===== config.mk =====
export PLATFORM = sky130hd
export DESIGN_NAME = golden_dispatch
export DESIGN_NICKNAME = d
export VERILOG_FILES = /design/src/rtl/golden_dispatch_pkg.sv /design/src/rtl/golden_stage_timer.sv /design/src/rtl/golden_dispatch.sv
export SDC_FILE = /design/constraint.sdc
export NUM_CORES = 1
export LEC_CHECK = 0
export CELL_PAD_IN_SITES_DETAIL_PLACEMENT = 0
export CELL_PAD_IN_SITES_GLOBAL_PLACEMENT = 1
export CORE_UTILIZATION = 44
export CTS_BUF_LIST = sky130_fd_sc_hd__clkbuf_4 sky130_fd_sc_hd__clkbuf_8
export DETAILED_ROUTE_END_ITERATION = 8
export PLACE_DENSITY = 0.95
export SLEW_MARGIN = 20
export SYNTH_ARGS = -nofsm -noshare
export SYNTH_HDL_FRONTEND = slang
export SYNTH_SLANG_ARGS = --single-unit

===== constraint.sdc =====
create_clock -name clk -period 2.6 [get_ports clk]
set_input_delay 0.52 -clock clk [delete_from_list [all_inputs] [get_ports clk]]
set_output_delay 0.52 -clock clk [all_outputs]
set_load 0.01 [all_outputs]

===== src/rtl/golden_dispatch_pkg.sv =====
// Shared types and helpers for the golden_dispatch order sequencer.
package golden_dispatch_pkg;

   typedef enum logic [2:0] {
      ST_IDLE    = 3'd0,
      ST_CUSTOMS = 3'd1,
      ST_TRANSIT = 3'd2,
      ST_LOAD    = 3'd3,
      ST_AWAIT   = 3'd4,
      ST_DONE    = 3'd5,
      ST_FAIL    = 3'd6
   } state_t;

   localparam int DEFAULT_ID_W = 8;

   // Timer width: the timer is loaded with (latency - 1), so clog2 of the
   // largest latency is enough; never narrower than one bit.
   function automatic int cnt_width(input int a, input int b, input int c);
      int m;
      m = a;
      if (b > m) m = b;
      if (c > m) m = c;
      if ($clog2(m) < 1) return 1;
      return $clog2(m);
   endfunction

endpackage


===== src/rtl/golden_stage_timer.sv =====
// Loadable down-counter; expired is high while the count sits at zero.
// Shared by the customs/transit delays and the confirmation timeout.
module golden_stage_timer #(
   parameter int W = 4
)(
   input  logic         clk,
   input  logic         rst_n,
   input  logic         load,
   input  logic [W-1:0] load_val,
   output logic         expired
);

   logic [W-1:0] count;

   // Count down to zero and hold there until reloaded.
   always_ff @(posedge clk or negedge rst_n) begin
      if (!rst_n) begin
         count <= '0;
      end else if (load) begin
         count <= load_val;
      end else if (count != '0) begin
         count <= count - 1'b1;
      end
   end

   assign expired = (count == '0);

endmodule


===== src/rtl/golden_dispatch.sv =====
// Order sequencer driving the customs/transit/truck stage flags toward the
// delivery checker and reporting per-order completion or timeout.
// Optional feature macro: GOLDEN_DISPATCH_RETRY_EN (timeout reloads the truck
// up to MAX_RETRY times before failing).
//
// state   | meaning
// --------+-----------------------------------------------------------
// IDLE    | ready for an order, retry count cleared
// CUSTOMS | waiting CUSTOMS_LAT cycles, then customs_cleared rises
// TRANSIT | waiting TRANSIT_LAT cycles, then transit_ready rises
// LOAD    | one cycle, then arrived_on_truck rises
// AWAIT   | sampling delivery_confirmed, timeout timer running
// DONE    | one-cycle done pulse with done_ok=1
// FAIL    | one-cycle done pulse with done_ok=0
module golden_dispatch
   import golden_dispatch_pkg::*;
#(
   parameter int ID_W        = DEFAULT_ID_W,
   parameter int CUSTOMS_LAT = 4,
   parameter int TRANSIT_LAT = 3,
   parameter int TIMEOUT     = 16
`ifdef GOLDEN_DISPATCH_RETRY_EN
   ,parameter int MAX_RETRY  = 2
`endif
)(
   input  logic            clk,
   input  logic            rst_n,
   input  logic            order_valid,
   output logic            order_ready,
   input  logic [ID_W-1:0] order_id,
   output logic            customs_cleared,
   output logic            transit_ready,
   output logic            arrived_on_truck,
   input  logic            delivery_confirmed,
   output logic            done_valid,
   output logic            done_ok,
   output logic [ID_W-1:0] done_id,
   output logic            busy
);

   localparam int CNT_W = cnt_width(CUSTOMS_LAT, TRANSIT_LAT, TIMEOUT);

   state_t          state_q, state_d;
   logic            cc_q, cc_d;
   logic            tr_q, tr_d;
   logic            at_q, at_d;
   logic [ID_W-1:0] id_q, id_d;
   logic [ID_W-1:0] done_id_q, done_id_d;
   logic            tmr_load;
   logic [CNT_W-1:0] tmr_val;
   logic            tmr_expired;

`ifdef GOLDEN_DISPATCH_RETRY_EN
   localparam int RETRY_W = ($clog2(MAX_RETRY + 1) < 1) ? 1 : $clog2(MAX_RETRY + 1);
   logic [RETRY_W-1:0] retry_q, retry_d;

   // Retry counter register.
   always_ff @(posedge clk or negedge rst_n) begin
      if (!rst_n) retry_q <= '0;
      else        retry_q <= retry_d;
   end
`endif

   golden_stage_timer #(.W(CNT_W)) u_timer (
      .clk      (clk),
      .rst_n    (rst_n),
      .load     (tmr_load),
      .load_val (tmr_val),
      .expired  (tmr_expired)
   );

   // State, stage flags and order id registers.
   always_ff @(posedge clk or negedge rst_n) begin
      if (!rst_n) begin
         state_q   <= ST_IDLE;
         cc_q      <= 1'b0;
         tr_q      <= 1'b0;
         at_q      <= 1'b0;
         id_q      <= '0;
         done_id_q <= '0;
      end else begin
         state_q   <= state_d;
         cc_q      <= cc_d;
         tr_q      <= tr_d;
         at_q      <= at_d;
         id_q      <= id_d;
         done_id_q <= done_id_d;
      end
   end

   // Next-state, timer control and flag updates.
   always_comb begin
      state_d   = state_q;
      cc_d      = cc_q;
      tr_d      = tr_q;
      at_d      = at_q;
      id_d      = id_q;
      done_id_d = done_id_q;
      tmr_load  = 1'b0;
      tmr_val   = '0;
`ifdef GOLDEN_DISPATCH_RETRY_EN
      retry_d   = retry_q;
`endif
      unique case (state_q)
         ST_IDLE: begin
`ifdef GOLDEN_DISPATCH_RETRY_EN
            retry_d = '0;
`endif
            if (order_valid) begin
               id_d     = order_id;
               tmr_load = 1'b1;
               tmr_val  = CNT_W'(CUSTOMS_LAT - 1);
               state_d  = ST_CUSTOMS;
            end
         end
         ST_CUSTOMS: begin
            if (tmr_expired) begin
               cc_d     = 1'b1;
               tmr_load = 1'b1;
               tmr_val  = CNT_W'(TRANSIT_LAT - 1);
               state_d  = ST_TRANSIT;
            end
         end
         ST_TRANSIT: begin
            if (tmr_expired) begin
               tr_d    = 1'b1;
               state_d = ST_LOAD;
            end
         end
         ST_LOAD: begin
            at_d     = 1'b1;
            tmr_load = 1'b1;
            tmr_val  = CNT_W'(TIMEOUT - 1);
            state_d  = ST_AWAIT;
         end
         ST_AWAIT: begin
            // Confirmation takes priority over a timeout on the same edge.
            if (delivery_confirmed) begin
               cc_d      = 1'b0;
               tr_d      = 1'b0;
               at_d      = 1'b0;
               done_id_d = id_q;
               state_d   = ST_DONE;
            end else if (tmr_expired) begin
`ifdef GOLDEN_DISPATCH_RETRY_EN
               if (retry_q < RETRY_W'(MAX_RETRY)) begin
                  retry_d = retry_q + 1'b1;
                  at_d    = 1'b0;
                  state_d = ST_LOAD;
               end else begin
                  cc_d      = 1'b0;
                  tr_d      = 1'b0;
                  at_d      = 1'b0;
                  done_id_d = id_q;
                  state_d   = ST_FAIL;
               end
`else
               cc_d      = 1'b0;
               tr_d      = 1'b0;
               at_d      = 1'b0;
               done_id_d = id_q;
               state_d   = ST_FAIL;
`endif
            end
         end
         ST_DONE: state_d = ST_IDLE;
         ST_FAIL: state_d = ST_IDLE;
         default: state_d = ST_IDLE;
      endcase
   end

   assign order_ready      = (state_q == ST_IDLE);
   assign busy             = (state_q != ST_IDLE);
   assign customs_cleared  = cc_q;
   assign transit_ready    = tr_q;
   assign arrived_on_truck = at_q;
   assign done_valid       = (state_q == ST_DONE) || (state_q == ST_FAIL);
   assign done_ok          = (state_q == ST_DONE);
   assign done_id          = done_id_q;

endmodule

Yosys cells after proc, flatten, opt, wreduce, memory -nomap -nowiden --
Index checks and enable logic that the tools add are counted.
Storage, ports and cells: register bits 26, input bits 12
Operators by class: $add $sub $neg 1, mux-type cells 22, reduce and logical (&&, ||, !) cells 16, equal/unequal tests 10
Operator list (number):
- $mux 8 | 2
- $mux 3 | 5
- $pmux 3 s5 | 1
- $pmux 4 s3 | 1
- $reduce_bool 2->1 | 5
- $eq 3x3->1 const B | 3
- $mux 4 | 2
- $eq 3x2->1 const B | 2
- $ne 2x2->1 const B | 3
- $pmux 1 s2 | 3
- $reduce_and 2->1 | 3
- $reduce_and 3->1 | 2
- $mux 1 | 5
- $logic_not 4->1 | 1
- $mux 2 | 2
- $reduce_and 4->1 | 1
- $reduce_bool 4->1 | 1
- $sub 4x1->4 const B | 1
- $eq 3x1->1 const B | 1
- $logic_not 3->1 | 1
- $ne 3x3->1 const B | 1
- $pmux 1 s3 | 1
- $reduce_bool 3->1 | 1
- $logic_or 1x1->1 | 1

Logic depth before layout (Yosys ltp) --
Gate-level depths: netlist of the first run.
depth after elaboration 4, mapped depth 5, gate-level depth less buffers 5

Cells and area by module --
From an unflattened synthesis of the first run, not the netlist that was laid out.
Unflattened totals: cells, all modules 96, area total of the unflattened synthesis 1273.7 um2
Modules (own cells, without submodules):
- golden_dispatch | sequential area each 550.5 um2, cells an instance 74, instances 1, area each 1039.7 um2
- golden_stage_timer | sequential area each 100.1 um2, cells an instance 22, instances 1, area each 234.0 um2

Least setup slack after synthesis of the first run --
No wires, ideal clock.
kind reg2out, from reg state_q[1], to out busy, buffers on the path 1, cell stages (with the launch flop) 4, path slack 1.040 ns, arrival 1.040 ns, required time 2.080 ns, path through dfrtp_1 buf_2 nor3_1 inv_1
Between the ends: cells in the longest elaborated chain, start to end 1
Ends and longest elaborated chain:
- start: declaration | RTL line golden_dispatch.sv:43 | state_t state_q, state_d;
- start signal: assignment | RTL line golden_dispatch.sv:82 | state_q <= state_d;
- $reduce_bool 3->1 | RTL line golden_dispatch.sv:173 | assign busy = (state_q != ST_IDLE);
- end: declaration | RTL line golden_dispatch.sv:38 | output logic busy
No other way between the ends.

Worst setup path in the final report of the first run --
from reg state_q[0], to out order_ready
Between the ends: cells in the longest elaborated chain, start to end 1
Ends and longest elaborated chain:
- $logic_not 3->1 | RTL line golden_dispatch.sv:172 | assign order_ready = (state_q == ST_IDLE);
- end: declaration | RTL line golden_dispatch.sv:29 | output logic order_ready,
No other way between the ends.

==> qor.csv, run 1 <==
metric,value,unit
status,"complete, no violations",
cap_violations,0,
grt_overflow,0,
ant_nets,0,
ctsRootBufferMaster,clkbuf_4,
finalSetupTns,0,ns
syn-num-nets,103,
ys_types,28,
yosys.area.top_type_share,0.557,
vias_per_cell,5.28,
row_count,18,
ir_worst_vdd,634,µV
cpMaxStageDelayCell,clkdlybuf4s50_1,
p_sw,565,µW
ys_warn_count,0,
cts_tree,built,
use_met2,0.292,
dr.pass1.iters,4,
stdcell_count,148,
drv_slew,0,
synth_area_leaders,"dfrtp_1 56%, mux2_2 15%, nor3b_4 3.2%",
wl_per_cell,14.1,µm
grt_max_degree,27,
layout.cells.most_common_list,"26 x dfrtp_1, 26 x clkdlybuf4s50_1, 16 x mux2_2",
endpoint_kind,primary output,
seq_power_share,0.461,
grt_usage,0.171,
finalPower,1.64,mW
core_area,0.00250,mm²
pwr-share-clk,0.099,
switching_share,0.345,
use_met1,0.212,
cp_cell_sequence,nor3_1 > clkdlybuf4s50_1,
die_h,53.5,µm
diodes,0,
avgSynthCellArea,13.0,µm²
synth_area,0.00117,mm²
ys_ff_latch,26,
p_int,1.07,mW
route.detailed.drc,0,
crit_type,reg -> out,
dpl.cell_count,145,
cp_max_fo,11,
die-area,0.00287,mm²
fin_crit_sh,0.870,
met3_usage,0.0452,
leakage,0.628,nW
gp_congestion,0.812,
slowest_delay,0.58,ns
cts_hold_buf,0,
clock_tree.buffer_depth,2,
initial_utilization,0.467,
initialDrtViolationCount,9,
required,2.08,ns
pin_count,27,
antenna_found_initial,0,
worstSkewPairLatency,0.31,ns
synth_area_leader_cell,dfrtp_1,
htree_levels,1,
postCtsResizedCells,0,
clk_pin_slew,0.13,ns
worst_pin_slew,0.534,ns
finClkSkew,0.00307,ns
slew_headroom,0.643,
grt_pass1_wl,3490,µm
arrival,1.74,ns
final_util,0.594,
timing.final.crit_period,2.26,ns
layout-drive-gt1-share,0.212,
cts_made_buffers,3,
clock_sinks,26,
max_freq,442,MHz
synth_seq_area_share,0.557,
grt_pass1_vias,822,
postCtsSetupBuffers,0,
synthCells,90,
drt_wl_total,2080,µm
hold_class,reg -> reg,
vias,781,
die_w,53.5,µm
hold_viol_final,0,
cp-start-kind,register,
rsz0062_at_grt,false,
place_hpwl,1510,µm
setup_viol,0,
gr-max-usage-layer,met2,
power_frac_comb,0.440,
port_buffers,26,
powerDensity,1100,mW/mm²
area_delta_synth_final,27.0,%
nets,133,
Yosys cell counts:
cell type and count:
a31oi_1 2, nor3b_4 2, nor2_1 3, ha_1 1, inv_1 6, and2b_1 1, or3_1 1, o211ai_1 3
nor4b_2 1, a221oi_1 1, nand2b_1 1, o21ai_0 4, o31ai_1 1, mux2_2 16, nand3_1 2, o21ai_4 1
mux2i_1 1, nand2_1 3, dfrtp_1 26, o21a_1 1, a22oi_1 2, nor3b_1 2, xnor2_1 2, nor2b_1 1
or3b_1 1, nor3_1 2, buf_4 2, buf_2 1
path summary, 6_finish.rpt:
path / from / slack, ns / to / depth (start not counted)
setup / recovery: state_q[0] / 0.34 / order_ready / 2
hold / removal: id_q[0] / 0.52 / id_q[0] / 1
setup reg to reg: u_timer.count[0] / 0.87 / done_id[4] / 5
hold reg to reg: id_q[0] / 0.52 / id_q[0] / 1
max in group asynchronous: rst_n / 1.79 / done_id[6] / 2
min in group asynchronous: rst_n / 0.56 / u_timer.count[0] / 2
logic make-up (layout without fill, tap and decap cells):
group	after synthesis	after routing	synth area share
multiplexers	17	17	0.163
buffers and inverters	9	37	0.0364
adder cells (fa/ha/maj)	1	1	0.0107
AO/OA/AOI/OAI	15	15	0.0942
AND/OR/NAND/NOR	20	20	0.124
flip-flops	26	26	0.557
XOR/XNOR	2	2	0.0150
layout make-up:
cell class / instances / area (µm²)
flip-flops and latches: 26 / 651
fillers: 213 / 1020
inverters: 6 / 22.5
multi-input cells: 55 / 475
well taps: 30 / 37.5
repair buffers: 28 / 275
clock buffers: 3 / 22.5
state kept, by name, indices dropped and copies added (netlist names):
name / flops
arrived_on_truck: 1
state_q: 3
done_id: 8
customs_cleared: 1
transit_ready: 1
u_timer.count: 4
id_q: 8
power groups by stage:
stage	Clock (mW)	Sequential [mW]	Combinational (mW)
floorplan	0	0.725	0.462
global placement	0	0.751	0.703
detailed placement	0	0.762	0.732
CTS	0.172	0.755	0.734
global route	0.181	0.782	0.798
finish	0.162	0.755	0.721
through the flow:
step | hold slack, ns | area [µm²] | setup slack, ns
global route | 0.539 | 1480 | 0.244
finish | 0.519 | 1480 | 0.339
detailed placement | 0.492 | 1460 | 0.674
global placement | 0.488 | 1460 | 0.737
CTS | 0.523 | 1480 | 0.308
floorplan | 0.224 | 1170 | 1.04
worst max-delay path: cells and delay by family (launching register included):
| kind | cells | cell delay [ns] |
|---|---|---|
| buffers and inverters | 1 | 0.58 |
| DFF | 1 | 0.55 |
| and+or+nand+nor | 1 | 0.31 |
metal layers:
layer	vias to the layer above	part of all wire
met4	0	0.0029
met1	383	0.46
met3	2	0.050
met2	21	0.49
li1	375	-
met5	-	0
No activity file was read; power rests on OpenSTA's default activity.
==> run 2, diff against run 1 <==
Settings changed: TNS_END_PERCENT from default to 100.
==> results of run 2 <==
No change in the layout: final DEF, timing and power equal those of run 1.
